$ cat src/rtl/sw_debounce.sv
// Debounces 18 raw board switches: two-flop synchronizer, shared sample-tick
// prescaler and a per-bit stability counter, with registered edge strobes.
module sw_debounce #(
  parameter int unsigned TICK_DIV     = 27000,
  parameter int unsigned STABLE_TICKS = 4
) (
  input  logic        clock,
  input  logic        nRst,
  input  logic [17:0] swIn,
  output logic [17:0] swOut,
  output logic [17:0] risePulse,
  output logic [17:0] fallPulse,
  output logic        anyChange
);

  localparam int unsigned NBITS = 18;
  localparam int unsigned CNT_W = (TICK_DIV > 1) ? $clog2(TICK_DIV) : 1;
  localparam logic [CNT_W-1:0] TICK_LAST = CNT_W'(TICK_DIV - 1);
  localparam logic [2:0]       STAB_LAST = 3'(STABLE_TICKS - 1);

  logic [NBITS-1:0] sync1_q, sync2_q;
  logic [CNT_W-1:0] tick_cnt_q, tick_cnt_d;
  logic             tick;
  logic [2:0]       stab_q [NBITS];
  logic [2:0]       stab_d [NBITS];
  logic [NBITS-1:0] sw_out_q, sw_out_d;
  logic [NBITS-1:0] rise_q, rise_d;
  logic [NBITS-1:0] fall_q, fall_d;
  logic             any_q, any_d;

  // With TICK_DIV = 1 the counter sits at 0 == TICK_LAST, so tick is constant high.
  assign tick       = (tick_cnt_q == TICK_LAST);
  assign tick_cnt_d = tick ? '0 : tick_cnt_q + CNT_W'(1);

  always_comb begin
    // NOTE: every combinational output gets a default first so no path leaves it
    // unassigned; otherwise synthesis infers a latch.
    stab_d   = stab_q;
    sw_out_d = sw_out_q;
    rise_d   = '0;
    fall_d   = '0;
    for (int i = 0; i < NBITS; i++) begin
      // Agreement clears progress even on a tick, so any bounce restarts the count.
      if (sync2_q[i] == sw_out_q[i]) begin
        stab_d[i] = '0;
      end else if (tick) begin
        if (stab_q[i] >= STAB_LAST) begin
          sw_out_d[i] = sync2_q[i];
          stab_d[i]   = '0;
          rise_d[i]   = sync2_q[i];
          fall_d[i]   = ~sync2_q[i];
        end else begin
          stab_d[i] = stab_q[i] + 3'd1;
        end
      end
    end
    any_d = |{rise_d, fall_d};
  end

  // NOTE: sequential state uses non-blocking assignments so every flop samples
  // the pre-edge values regardless of statement order.
  always_ff @(posedge clock or negedge nRst) begin
    if (!nRst) begin
      sync1_q    <= '0;
      sync2_q    <= '0;
      tick_cnt_q <= '0;
      // NOTE: the stability counters are a tiny flop array, not RAM, so resetting
      // them is cheap and required to drop partial progress on reset.
      stab_q     <= '{default: '0};
      sw_out_q   <= '0;
      rise_q     <= '0;
      fall_q     <= '0;
      any_q      <= 1'b0;
    end else begin
      sync1_q    <= swIn;
      sync2_q    <= sync1_q;
      tick_cnt_q <= tick_cnt_d;
      stab_q     <= stab_d;
      sw_out_q   <= sw_out_d;
      rise_q     <= rise_d;
      fall_q     <= fall_d;
      any_q      <= any_d;
    end
  end

  assign swOut     = sw_out_q;
  assign risePulse = rise_q;
  assign fallPulse = fall_q;
  assign anyChange = any_q;

endmodule

$ cat config.mk
export PLATFORM = sky130hd
export DESIGN_NAME = sw_debounce
export DESIGN_NICKNAME = d
export VERILOG_FILES = /design/src/rtl/sw_debounce.sv
export SDC_FILE = /design/constraint.sdc
export NUM_CORES = 1
export LEC_CHECK = 0
export ABC_CLOCK_PERIOD_IN_PS = 2200
export BUFFER_PORTS_ARGS = -buffer_cell sky130_fd_sc_hd__buf_4
export CAP_MARGIN = 20
export CORE_ASPECT_RATIO = 0.75
export CORE_UTILIZATION = 30
export CTS_CLUSTER_DIAMETER = 200
export CTS_CLUSTER_SIZE = 30
export DETAILED_ROUTE_END_ITERATION = 7
export PLACE_DENSITY = 0.48
export SKIP_CTS_REPAIR_TIMING = 1
export SLEW_MARGIN = 20
export SYNTH_ARGS = -nofsm -noshare
export SYNTH_HDL_FRONTEND = slang
export SYNTH_SLANG_ARGS = --single-unit
$ cat constraint.sdc
create_clock -name clock -period 2.2 [get_ports clock]
set_input_delay 0.44 -clock clock [delete_from_list [all_inputs] [get_ports clock]]
set_output_delay 0.44 -clock clock [all_outputs]
set_load 0.005 [all_outputs]
==> metrics.md, run 1 <==
| Metric | Value |
|---|---|
| Status | finished clean |
| Crit Path Max Fanout | 4 |
| Pwr/cell area | 685 nW/um2 |
| Total GRT Usage | between 10 and 15% |
| Clock share of power | a little under half |
| Post-route ant nets | 0 |
| Hold Crit Start | swIn[2] |
| Drt pass-1 iters | 4 |
| Yosys cell types | 35 |
| H-Tree Depth | 4 |
| Die area | 23900 um2 |
| Share of cells above drive strength 1 | 22.4% |
| Initial core utilization | approximately 31% |
| Sw Pwr | around 1.3 mW |
| Post-synthesis xor/xnor area fraction | between 3 and 4% |
| Critical path's slowest cell | dfrtp_1 |
| Via-per-instance ratio | 4.83 |
| Initial antenna violation count | 0 |
| Synth Area in Compound Gates | slightly above 8% |
| Vias | 5044 |
| ANT cells | 0 |
| Largest family of logic cells by synthesized area | simple AND/OR/NAND/NOR gates |
| Slew @ Worst Pin | 654 ps |
| Die H | between 100 and 150 um |
| Routed len/inst | roughly 15 um |
| Maxcap violations | 0 |
| # IOs | 75 |
| Root buffer cell | clkbuf_16 |
| Max-slew violations | 0 |
| Hold WS | roughly 120 ps |
| Reg clk slew, reported paths | about 70 ps |
| Routed wire length | 15.6 mm |
| Synthesis-to-layout area growth | 25.6% |
| Critical Path RT | about 2500 ps |
| Deepest clock path buffer count | 2 |
| Skew final | between 10 and 15 ps |
| Adder-cell area share of the yosys netlist | roughly 6.6% |
| GR Overflow Total | 0 |
| Startpoint types | flop |
| First-pass GRT wire length | about 26 mm |
| Largest net degree at the start of global routing | 49 |
| DR iter-0 viols | 316 |
| CP dominant cell by count | ha_1 |
| Hold path depth | 1 |
| Worst min-delay path endpoint | sync1_q[2]$_DFF_PN0_ |
| CTS tree | done |
| Mean post-synth cell area | roughly 11 um2 |
| Synth Area in Simple Gates | between 10% and 20% |
| Total nets after synthesis | 685 |
| Critical Path Max Stage Delay | 410 ps |
| Critical-path cell list | ha_1 > ha_1 > a211oi_1 > nor3b_1 > nor4_1 > buf_4 > and4_1 > a41oi_1 |
| Die Span X | between 150 and 200 um |
| Fmax | roughly 480 MHz |
| DRC Markers | 0 |
| Crit Path Category | reg2reg |
| Peak VDD IR | approximately 520 uV |
| CTS sink cnt | 160 |
| R2R Setup Slk | between 90 and 100 ps |
| Yosys reg bits | 160 |
| Total power | roughly 6 mW |
| Combinational group share of total power | roughly 2.0% |
| Sequential area share after synthesis | between 50% and 60% |
| Vias in the first global route | ~5000 |
| Clock Latency Late Sink | about 420 ps |
| Commonest non-fill, non-tap cell in the layout | dfrtp_1 |
| Min Tclk post-route | 2100 ps |
| CTS Buf Count | 17 |
| Worst hold path type | in2reg |
| Part of the cycle the worst path needs | a little over nine tenths |
| HPWL Detailed | 11.0 mm |
| Buffers on Ports | 74 |
| Cell-internal power | ~4.7 mW |
| Share of power burned in registers | between 50% and 60% |
| Netlist Area Pre-Place | about 7000 um2 |
| Worst R2R Start | stab_q[36]$_DFFE_PN0P_ |
| Core ar. | approximately 22000 um2 |
| Reg2Reg Depth | 8 |
| Synth warn | 0 |
| GPL Wtd Cong | between 0.7 and 0.8 |
| Post-Syn Instances | ~630 |
| Critical Path AT | 2390 ps |
| Worst slew margin | between 50 and 60% |
| Post-synthesis mux area share | 0.969% |
| Final Util | approximately two fifths |
| Leak | 4.05 nW |
| Final setup violation count | 0 |
| Sw Ratio | 22.3% |
| RSZ-0062 raised after global routing | true |
| Nets@finish | 794 |
| FF-to-FF End | anyChange$_DFF_PN0_ |
| Rows | between 40 and 50 |
| Commonest cells after routing, fill and taps aside | 160 x dfrtp_1, 104 x buf_4, 57 x nor2_1, 54 x a21oi_1, 38 x nand2_1 |
| Worst Setup End Kind | flop |
| Hold Violations, Final | 0 |
| Final TNS setup | 0 ps |
==> state kept, by name, summed over array words and instances, names as in the netlist <==
name,count
sync2_q,18
swOut,18
sync1_q,18
fallPulse,18
anyChange,1
tick_cnt_q,15
stab_q,54
risePulse,18
==> cell families (layout without fill, tap and decap cells) <==
| group | count (synthesis) | count (layout) |
|---|---|---|
| compound gates | 97 | 97 |
| xor+xnor | 31 | 31 |
| fa+ha+maj | 37 | 37 |
| buf+inv | 42 | 164 |
| flops | 160 | 160 |
| mux | 6 | 6 |
| simple gates | 255 | 255 |
==> metal layers <==
layer / vias up / GRT usage, % / wire length, um
li1: 2428 / - / -
met1: 2513 / 19.0 / 7630
met2: 90 / 21.0 / 7270
met3: 13 / 4.31 / 605
met4: 0 / 4.70 / 140
met5: - / 0 / 0
==> layout make-up <==
class,instances,area [um2]
flip-flops and latches,160,4000
clock buffers,19,453
inverters,22,82.6
fillers,2168,13700
well taps,294,368
multi-input cells,426,2840
repair buffers,110,882
clock inverters,13,130
==> critical path: cells and delay by family, from the launching register on <==
family                   cells  cell delay [ps]
AND/OR/NAND/NOR              3              590
AO/OA/AOI/OAI                2              410
flip-flops                   1              410
adder cells (fa/ha/maj)      2              390
buffers and inverters        1              160
==> power by group through the flow <==
stage / logic [mW] / registers [mW] / clock network, mW
floorplan: 0.0225 / 3.05 / 0
global placement: 0.123 / 3.06 / 0
detailed placement: 0.126 / 3.06 / 0
CTS: 0.126 / 3.00 / 2.97
global route: 0.140 / 3.00 / 3.10
finish: 0.121 / 3.00 / 2.87
==> cell usage after synthesis <==
library cell	number	area share, %
nand2_1	38	2.0
nor3b_1	24	2.6
and2_1	25	2.2
xor2_1	4	0.50
nand4_1	7	0.63
a211o_1	12	1.5
nand4bb_1	1	0.16
or3_1	1	0.090
o21ai_1	2	0.14
nor3_2	2	0.29
buf_6	8	1.3
o21ai_0	10	0.72
or2_1	1	0.090
mux2_1	3	0.48
dfrtp_1	160	57
and4_1	1	0.13
nor2_2	3	0.27
nor3_1	31	2.2
nor4_2	2	0.36
nand3b_1	18	1.9
inv_1	22	1.2
or4_1	1	0.11
a41oi_1	1	0.13
a211oi_1	18	1.9
ha_1	37	6.6
xnor2_1	27	3.4
buf_2	6	0.43
a21oi_1	54	3.9
nor4_1	6	0.54
nand3_1	35	2.5
clkbuf_1	6	0.32
mux2_2	3	0.48
nand4b_1	1	0.13
and3_1	1	0.090
nor2_1	57	3.1
==> how the worst max path moves through the flow <==
stage	startpoint	to	slack, ps	depth (start not counted)
6_report	stab_q[36]$_DFFE_PN0P_	anyChange$_DFF_PN0_	100	8
3_3_place_gp	stab_q[3]$_DFFE_PN0P_	anyChange$_DFF_PN0_	60	7
5_1_grt	stab_q[6]$_DFFE_PN0P_	anyChange$_DFF_PN0_	-10	7
2_1_floorplan	tick_cnt_q[0]$_DFF_PN0_	swOut[0]$_DFFE_PN0P_	180	7
3_5_place_dp	stab_q[0]$_DFFE_PN0P_	anyChange$_DFF_PN0_	40	7
4_1_cts	stab_q[0]$_DFFE_PN0P_	anyChange$_DFF_PN0_	30	7
==> through the flow <==
| stage | instance area (um2) | worst slack, ps | cells |
|---|---|---|---|
| final | 8750 | 99.1 | 1044 |
| after CTS | 8660 | 34.0 | 1043 |
| after global routing | 8750 | -12.7 | 1044 |
| after detailed placement | 8080 | 42.9 | 1011 |
| after global placement | 8080 | 56.1 | 1011 |
| after floorplan | 6970 | 182 | 628 |
No activity file was read; power rests on OpenSTA's default activity.
==> run 2: changes to the inputs <==
ABC_CLOCK_PERIOD_IN_PS = 2100   (was 2200)
GPL_ROUTABILITY_DRIVEN = 0   (was not set)
clock period = 2.1 ns   (was 2.2 ns; I/O delays follow)
==> run 2 against run 1 <==
  * Clock skew increased by 4.2 ps
  * Setup slack got worse by 72 ps
  * Via count increased by 2.8%
  * Die area unchanged
  * Largest power group unchanged
  * Highest routed layer unchanged
==> metrics.md, run 2 (synthesis results as in run 1) <==
| Metric | Value |
|---|---|
| Status | finished clean |
| Maxcap violations | 0 (unchanged) |
| Slew @ Worst Pin | 616 ps (-38.1 ps) |
| Critical Path RT | 2390 ps (-90 ps) |
| Total GRT Usage | 14.5% (+0.52 points) |
| Met1 usage | 19.6% (+0.63 points) |
| Crit Path Max Fanout | 2 (-2) |
| Worst hold path type | in2reg |
| # IOs | 75 (unchanged) |
| Cell-internal power | 4.97 mW (+6.6%) |
| CTS tree | done |
| Commonest cells after routing, fill and taps aside | 160 x dfrtp_1, 151 x buf_4, 56 x nor2_1, 54 x a21oi_1, 38 x nand2_1 |
| Final TNS setup | 0 ps (unchanged) |
| Vias | 5183 (+2.8%) |
| Hold Violations, Final | 0 (unchanged) |
| Part of the cycle the worst path needs | 98.7% (+3.2 points) |
| Leak | 4.35 nW (+7.2%) |
| CTS Buf Count | 17 (unchanged) |
| Peak VDD IR | 494 uV (-5.2%) |
| Total power | 6.36 mW (+6.2%) |
| Setup slack at placement | -197 ps (-240 ps) |
| Post-route ant nets | 0 (unchanged) |
| CTS sink cnt | 160 (unchanged) |
| Die Span X | 178 um (unchanged) |
| First-pass GRT wire length | 26.7 mm (+4.8%) |
| Share of power burned in registers | 49.4% (-0.7 points) |
| Reg2Reg Depth | 8 (unchanged) |
| Fmax | 483 MHz (+1.4%) |
| Startpoint types | flop |
| Vias in the first global route | 5218 (+4.5%) |
| Reg clk slew, reported paths | 70 ps (about the same) |
| Max reg flops | 54 (unchanged) |
| Met3 usage | 3.60% (-0.71 points) |
| Drt pass-1 iters | 4 (unchanged) |
| Largest net degree at the start of global routing | 73 (+49%) |
| Via-per-instance ratio | 4.73 (-2.0%) |
| Pwr/cell area | 686 nW/um2 (+0.28%) |
| HPWL Detailed | 11.2 mm (+2.0%) |
| Worst Setup End Kind | flop |
| Crit Path Category | reg2reg |
| Critical Path AT | 2360 ps (-30 ps) |
| Initial core utilization | 31.1% (unchanged) |
| Max-slew violations | 0 (unchanged) |
| Nets@finish | 845 (+6.4%) |
| Met2 Track Usage GR | 22.5% (+1.5 points) |
| DRC Markers | 0 (unchanged) |
| H-Tree Depth | 4 (unchanged) |
| Share of cells above drive strength 1 | 28.8% (+6.4 points) |
| Hold path depth | 1 (unchanged) |
| Routed wire length | 16.7 mm (+6.5%) |
| Worst slew margin | 58.8% (+2.5 points) |
| Rows | 47 (unchanged) |
| Core ar. | 22400 um2 (unchanged) |
| Clock share of power | 48.6% (+0.7 points) |
| Commonest non-fill, non-tap cell in the layout | dfrtp_1 |
| Initial antenna violation count | 0 (unchanged) |
| Combinational group share of total power | 2.0% (about the same) |
| Skew final | 14.6 ps (+4.17 ps) |
| Final setup violation count | 0 (unchanged) |
| Min Tclk post-route | 2070 ps (-28.4 ps) |
| Routed len/inst | 15.2 um (+1.6%) |
| Sw Pwr | 1.40 mW (+4.6%) |
| Root buffer cell | clkbuf_16 |
| DR iter-0 viols | 325 (+2.8%) |
| GR Overflow Total | 0 (unchanged) |
| GR peak layer | met2 |
| Final WS setup | 27.6 ps (-71.6 ps) |
| Deepest clock path buffer count | 2 (unchanged) |
| RSZ-0062 raised after global routing | true |
| Largest register by flop count | stab_q |
| Buffers on Ports | 74 (unchanged) |
| Synthesis-to-layout area growth | 33.0% |
| Die area | 23900 um2 (unchanged) |
| ANT cells | 0 (unchanged) |
| Sw Ratio | 22.0% (-0.33 points) |
| Die H | 134 um (unchanged) |
| Clock Latency Late Sink | 430 ps (about the same) |
[run 2: cell types whose count changed in the layout (fill, tap and decap cells not counted), sizes merged]
cell / change
buf: +49
clkinv: -2
inv: -1
clkbuf: +5
[run 2: cell type report]
cell class	count	area [um2]
clock buffer	22	494
inverter	22	82.6
multi-input combinational	426	2900
clock inverter	10	101
tap	294	368
fill	2090	13100
sequential	160	4000
timing repair buffer	161	1330
[run 2: routing by layer]
layer,share of wire [%],wire length [um],vias up
met5,0,0,-
met4,0.94,156,0
met3,3.9,654,10
met2,46,7660,99
met1,49,8190,2553
li1,-,-,2521
[run 2: critical path: stages, from the launching register on]
cell and delay (ps):
dfrtp_1 400, ha_2 190, ha_2 170, a211o_1 260, nand3b_1 190, nand4_1 200
nor3_2 250, buf_4 160, a41oi_1 110
[run 2: worst paths after layout]
path / start / end / slack [ps]
min in group asynchronous: nRst / sync1_q[3]$_DFF_PN0_ / 450
worst max-delay path: stab_q[7]$_DFFE_PN0P_ / anyChange$_DFF_PN0_ / 30
worst max register to register: stab_q[7]$_DFFE_PN0P_ / anyChange$_DFF_PN0_ / 30
worst min-delay path: swIn[13] / sync1_q[13]$_DFF_PN0_ / 90
worst min register to register: sync1_q[4]$_DFF_PN0_ / sync2_q[4]$_DFF_PN0_ / 350
max in group asynchronous: nRst / risePulse[4]$_DFF_PN0_ / 1010
[run 2: metrics by stage]
step | instance area, um2 | cells | utilization [%] | hold slack (ps)
floorplan | 6970 | 628 | - | 124
global placement | 8370 | 1047 | 37.4 | 332
detailed placement | 8370 | 1047 | 37.4 | 335
CTS | 8970 | 1079 | 40.0 | -118
global route | 9270 | 1095 | 41.4 | 70.4
finish | 9270 | 1095 | 41.4 | 94.9
[run 2: power groups by stage]
stage / Combinational, mW / Sequential, mW / Clock, mW
2_1_floorplan: 0.0236 / 3.19 / 0
3_3_place_gp: 0.132 / 3.20 / 0
3_5_place_dp: 0.134 / 3.20 / 0
4_1_cts: 0.134 / 3.14 / 3.19
5_1_grt: 0.149 / 3.15 / 3.33
6_report: 0.127 / 3.14 / 3.09
==> run 3: changes to the inputs <==
BUFFER_PORTS_ARGS = -buffer_cell sky130_fd_sc_hd__buf_2   (was -buffer_cell sky130_fd_sc_hd__buf_4)
==> run 3 against run 2 <==
  * Cell area decreased by 4.7%
  * Core utilization decreased by 1.9 points
  * Sequential share of layout area increased by 2.1 points
  * Combinational power decreased by 5%
  * Fmax increased by 0.47%
  * Count of clock-buffer cells in the layout decreased by 1
  * Die area unchanged
  * Largest power group unchanged
  * Power decreased by 3.6%
  * Via count decreased by 1.2%
  * Highest routed layer unchanged
  * Worst hold slack got worse by 2.7 ps
  * Largest cell class unchanged
  * Cell count decreased by 1.9%
==> metrics.md, run 3 (synthesis results as in run 1) <==
| Metric | Value |
|---|---|
| Status | finished clean |
| Worst Setup End Kind | flop |
| FF-to-FF End | anyChange$_DFF_PN0_ |
| Via-per-instance ratio | 4.77 (+0.72%) |
| Deepest clock path buffer count | 2 (unchanged) |
| Leak | 4.19 nW (-3.7%) |
| Reg clk slew, reported paths | 60 ps (about the same) |
| Final WS setup | 37.2 ps (+9.59 ps) |
| Post-route ant nets | 0 (unchanged) |
| Reg2Reg Depth | 7 (-1) |
| Skew final | 8.86 ps (-5.69 ps) |
| Critical Path RT | 2390 ps (about the same) |
| Nets@finish | 826 (-2.2%) |
| Critical Path AT | 2350 ps (about the same) |
| Worst slew margin | 64.3% (+5.5 points) |
| Maxcap violations | 0 (unchanged) |
| Clock Latency Late Sink | 430 ps (about the same) |
| ANT cells | 0 (unchanged) |
| Initial antenna violation count | 0 (unchanged) |
| Crit Path Max Fanout | 4 (+2) |
| R2R Setup Slk | 40 ps (about the same) |
| Routed wire length | 16.4 mm (-1.8%) |
| Worst hold path type | in2reg |
| Core ar. | 22400 um2 (unchanged) |
| CTS tree | done |
| H-Tree Depth | 4 (unchanged) |
| # IOs | 75 (unchanged) |
| Worst R2R Start | stab_q[28]$_DFFE_PN0P_ |
| Initial core utilization | 31.1% (unchanged) |
| Largest net degree at the start of global routing | 50 (-32%) |
| Share of cells above drive strength 1 | 26.8% (-2.0 points) |
| Slew @ Worst Pin | 534 ps (-82.4 ps) |
| Max-slew violations | 0 (unchanged) |
| Largest register by flop count | stab_q |
| Total GRT Usage | 14.3% (-0.16 points) |
| Pwr/cell area | 695 nW/um2 (+1.2%) |
| Die area | 23900 um2 (unchanged) |
| HPWL Detailed | 11.3 mm (+1.1%) |
| Commonest cells after routing, fill and taps aside | 160 x dfrtp_1, 73 x buf_2, 63 x buf_4, 57 x nor2_1, 54 x a21oi_1 |
| Commonest non-fill, non-tap cell in the layout | dfrtp_1 |
| Routed len/inst | 15.2 um (+0.12%) |
| Die Span X | 178 um (unchanged) |
| Synthesis-to-layout area growth | 26.8% |
| Worst min-delay path endpoint | sync1_q[15]$_DFF_PN0_ |
| Hold Crit Start | swIn[15] |
| Rows | 47 (unchanged) |
| CTS sink cnt | 160 (unchanged) |
| Fmax | 485 MHz (+0.47%) |
| Fill cells | 2143 (+2.5%) |
| Hold Violations, Final | 0 (unchanged) |
| Max reg flops | 54 (unchanged) |
| Die H | 134 um (unchanged) |
| Root buffer cell | clkbuf_16 |
| Min Tclk post-route | 2060 ps (-9.59 ps) |
| Final setup violation count | 0 (unchanged) |
| DR iter-0 viols | 291 (-10%) |
| DRC Markers | 0 (unchanged) |
| Vias | 5120 (-1.2%) |
| Startpoint types | flop |
| GR Overflow Total | 0 (unchanged) |
| First-pass GRT wire length | 26.4 mm (-1.2%) |
| Drt pass-1 iters | 5 (+1) |
| Buffers on Ports | 74 (unchanged) |
| Hold path depth | 1 (unchanged) |
| Part of the cycle the worst path needs | 98.2% (-0.46 points) |
| Peak VDD IR | 531 uV (+7.6%) |
| CTS Buf Count | 17 (unchanged) |
| Vias in the first global route | 5208 (-0.19%) |
| Setup slack at placement | -219 ps (-22.6 ps) |
| Hold WS | 92.2 ps (-2.74 ps) |
| Crit Path Category | reg2reg |
-- run 3: changes by cell type in the layout (fill, tap and decap cells not counted), moves of 3 or more --
cell      delta
a211oi_1     -4
a211oi_2     +4
buf_2       +73
buf_4       -88
clkbuf_1     +3
clkbuf_8     -4
-- run 3: routing by layer --
layer	GRT usage, %	vias up	wire length (um)
met4	5.13	0	175
met5	0	-	0
li1	-	2487	-
met1	18.9	2543	7860
met3	3.60	14	610
met2	22.7	76	7720
-- run 3: how the worst max path moves through the flow --
stage / start / to / slack (ps)
floorplan: tick_cnt_q[0]$_DFF_PN0_ / swOut[0]$_DFFE_PN0P_ / 80
global placement: stab_q[45]$_DFFE_PN0P_ / anyChange$_DFF_PN0_ / -190
detailed placement: stab_q[45]$_DFFE_PN0P_ / anyChange$_DFF_PN0_ / -220
CTS: stab_q[45]$_DFFE_PN0P_ / anyChange$_DFF_PN0_ / -230
global route: stab_q[28]$_DFFE_PN0P_ / anyChange$_DFF_PN0_ / -50
finish: stab_q[28]$_DFFE_PN0P_ / anyChange$_DFF_PN0_ / 40
-- run 3: power by group --
group | switching [mW] | leakage [nW] | internal [mW]
registers | 0.0274 | 2.14 | 3.12
logic | 0.0813 | 1.80 | 0.0394
clock network | 1.22 | 0.251 | 1.65
total | 1.33 | 4.19 | 4.80
-- run 3: cell type report --
cell class | count | area, um2 | area share (%)
Sequential cell | 160 | 4000 | 45.3
Multi-Input combinational cell | 426 | 2900 | 32.8
Timing Repair Buffer | 142 | 940 | 10.6
Clock buffer | 21 | 450 | 5.10
Tap cell | 294 | 368 | 4.16
Clock inverter | 9 | 87.6 | 0.992
Inverter | 22 | 82.6 | 0.935
-- run 3: stage by stage --
stage          total power, mW  cell area [um2]  utilization (%)  std cells  TNS [ps]
6_report                  6.14             8830             39.4       1074         0
4_1_cts                   6.24             8600             38.4       1063      -231
3_3_place_gp              3.32             8060             36.0       1033      -194
5_1_grt                   6.40             8830             39.4       1074     -54.0
3_5_place_dp              3.33             8060             36.0       1033      -219
2_1_floorplan             3.22             6970                -        628         0
-- run 3: worst max-delay path, cell delays in order, from the launching register on --
cell and delay, ps:
dfrtp_1 420, ha_1 200, ha_1 200, a211oi_1 380
nor3b_2 180, nor4_2 270, buf_4 180, a41oi_1 90
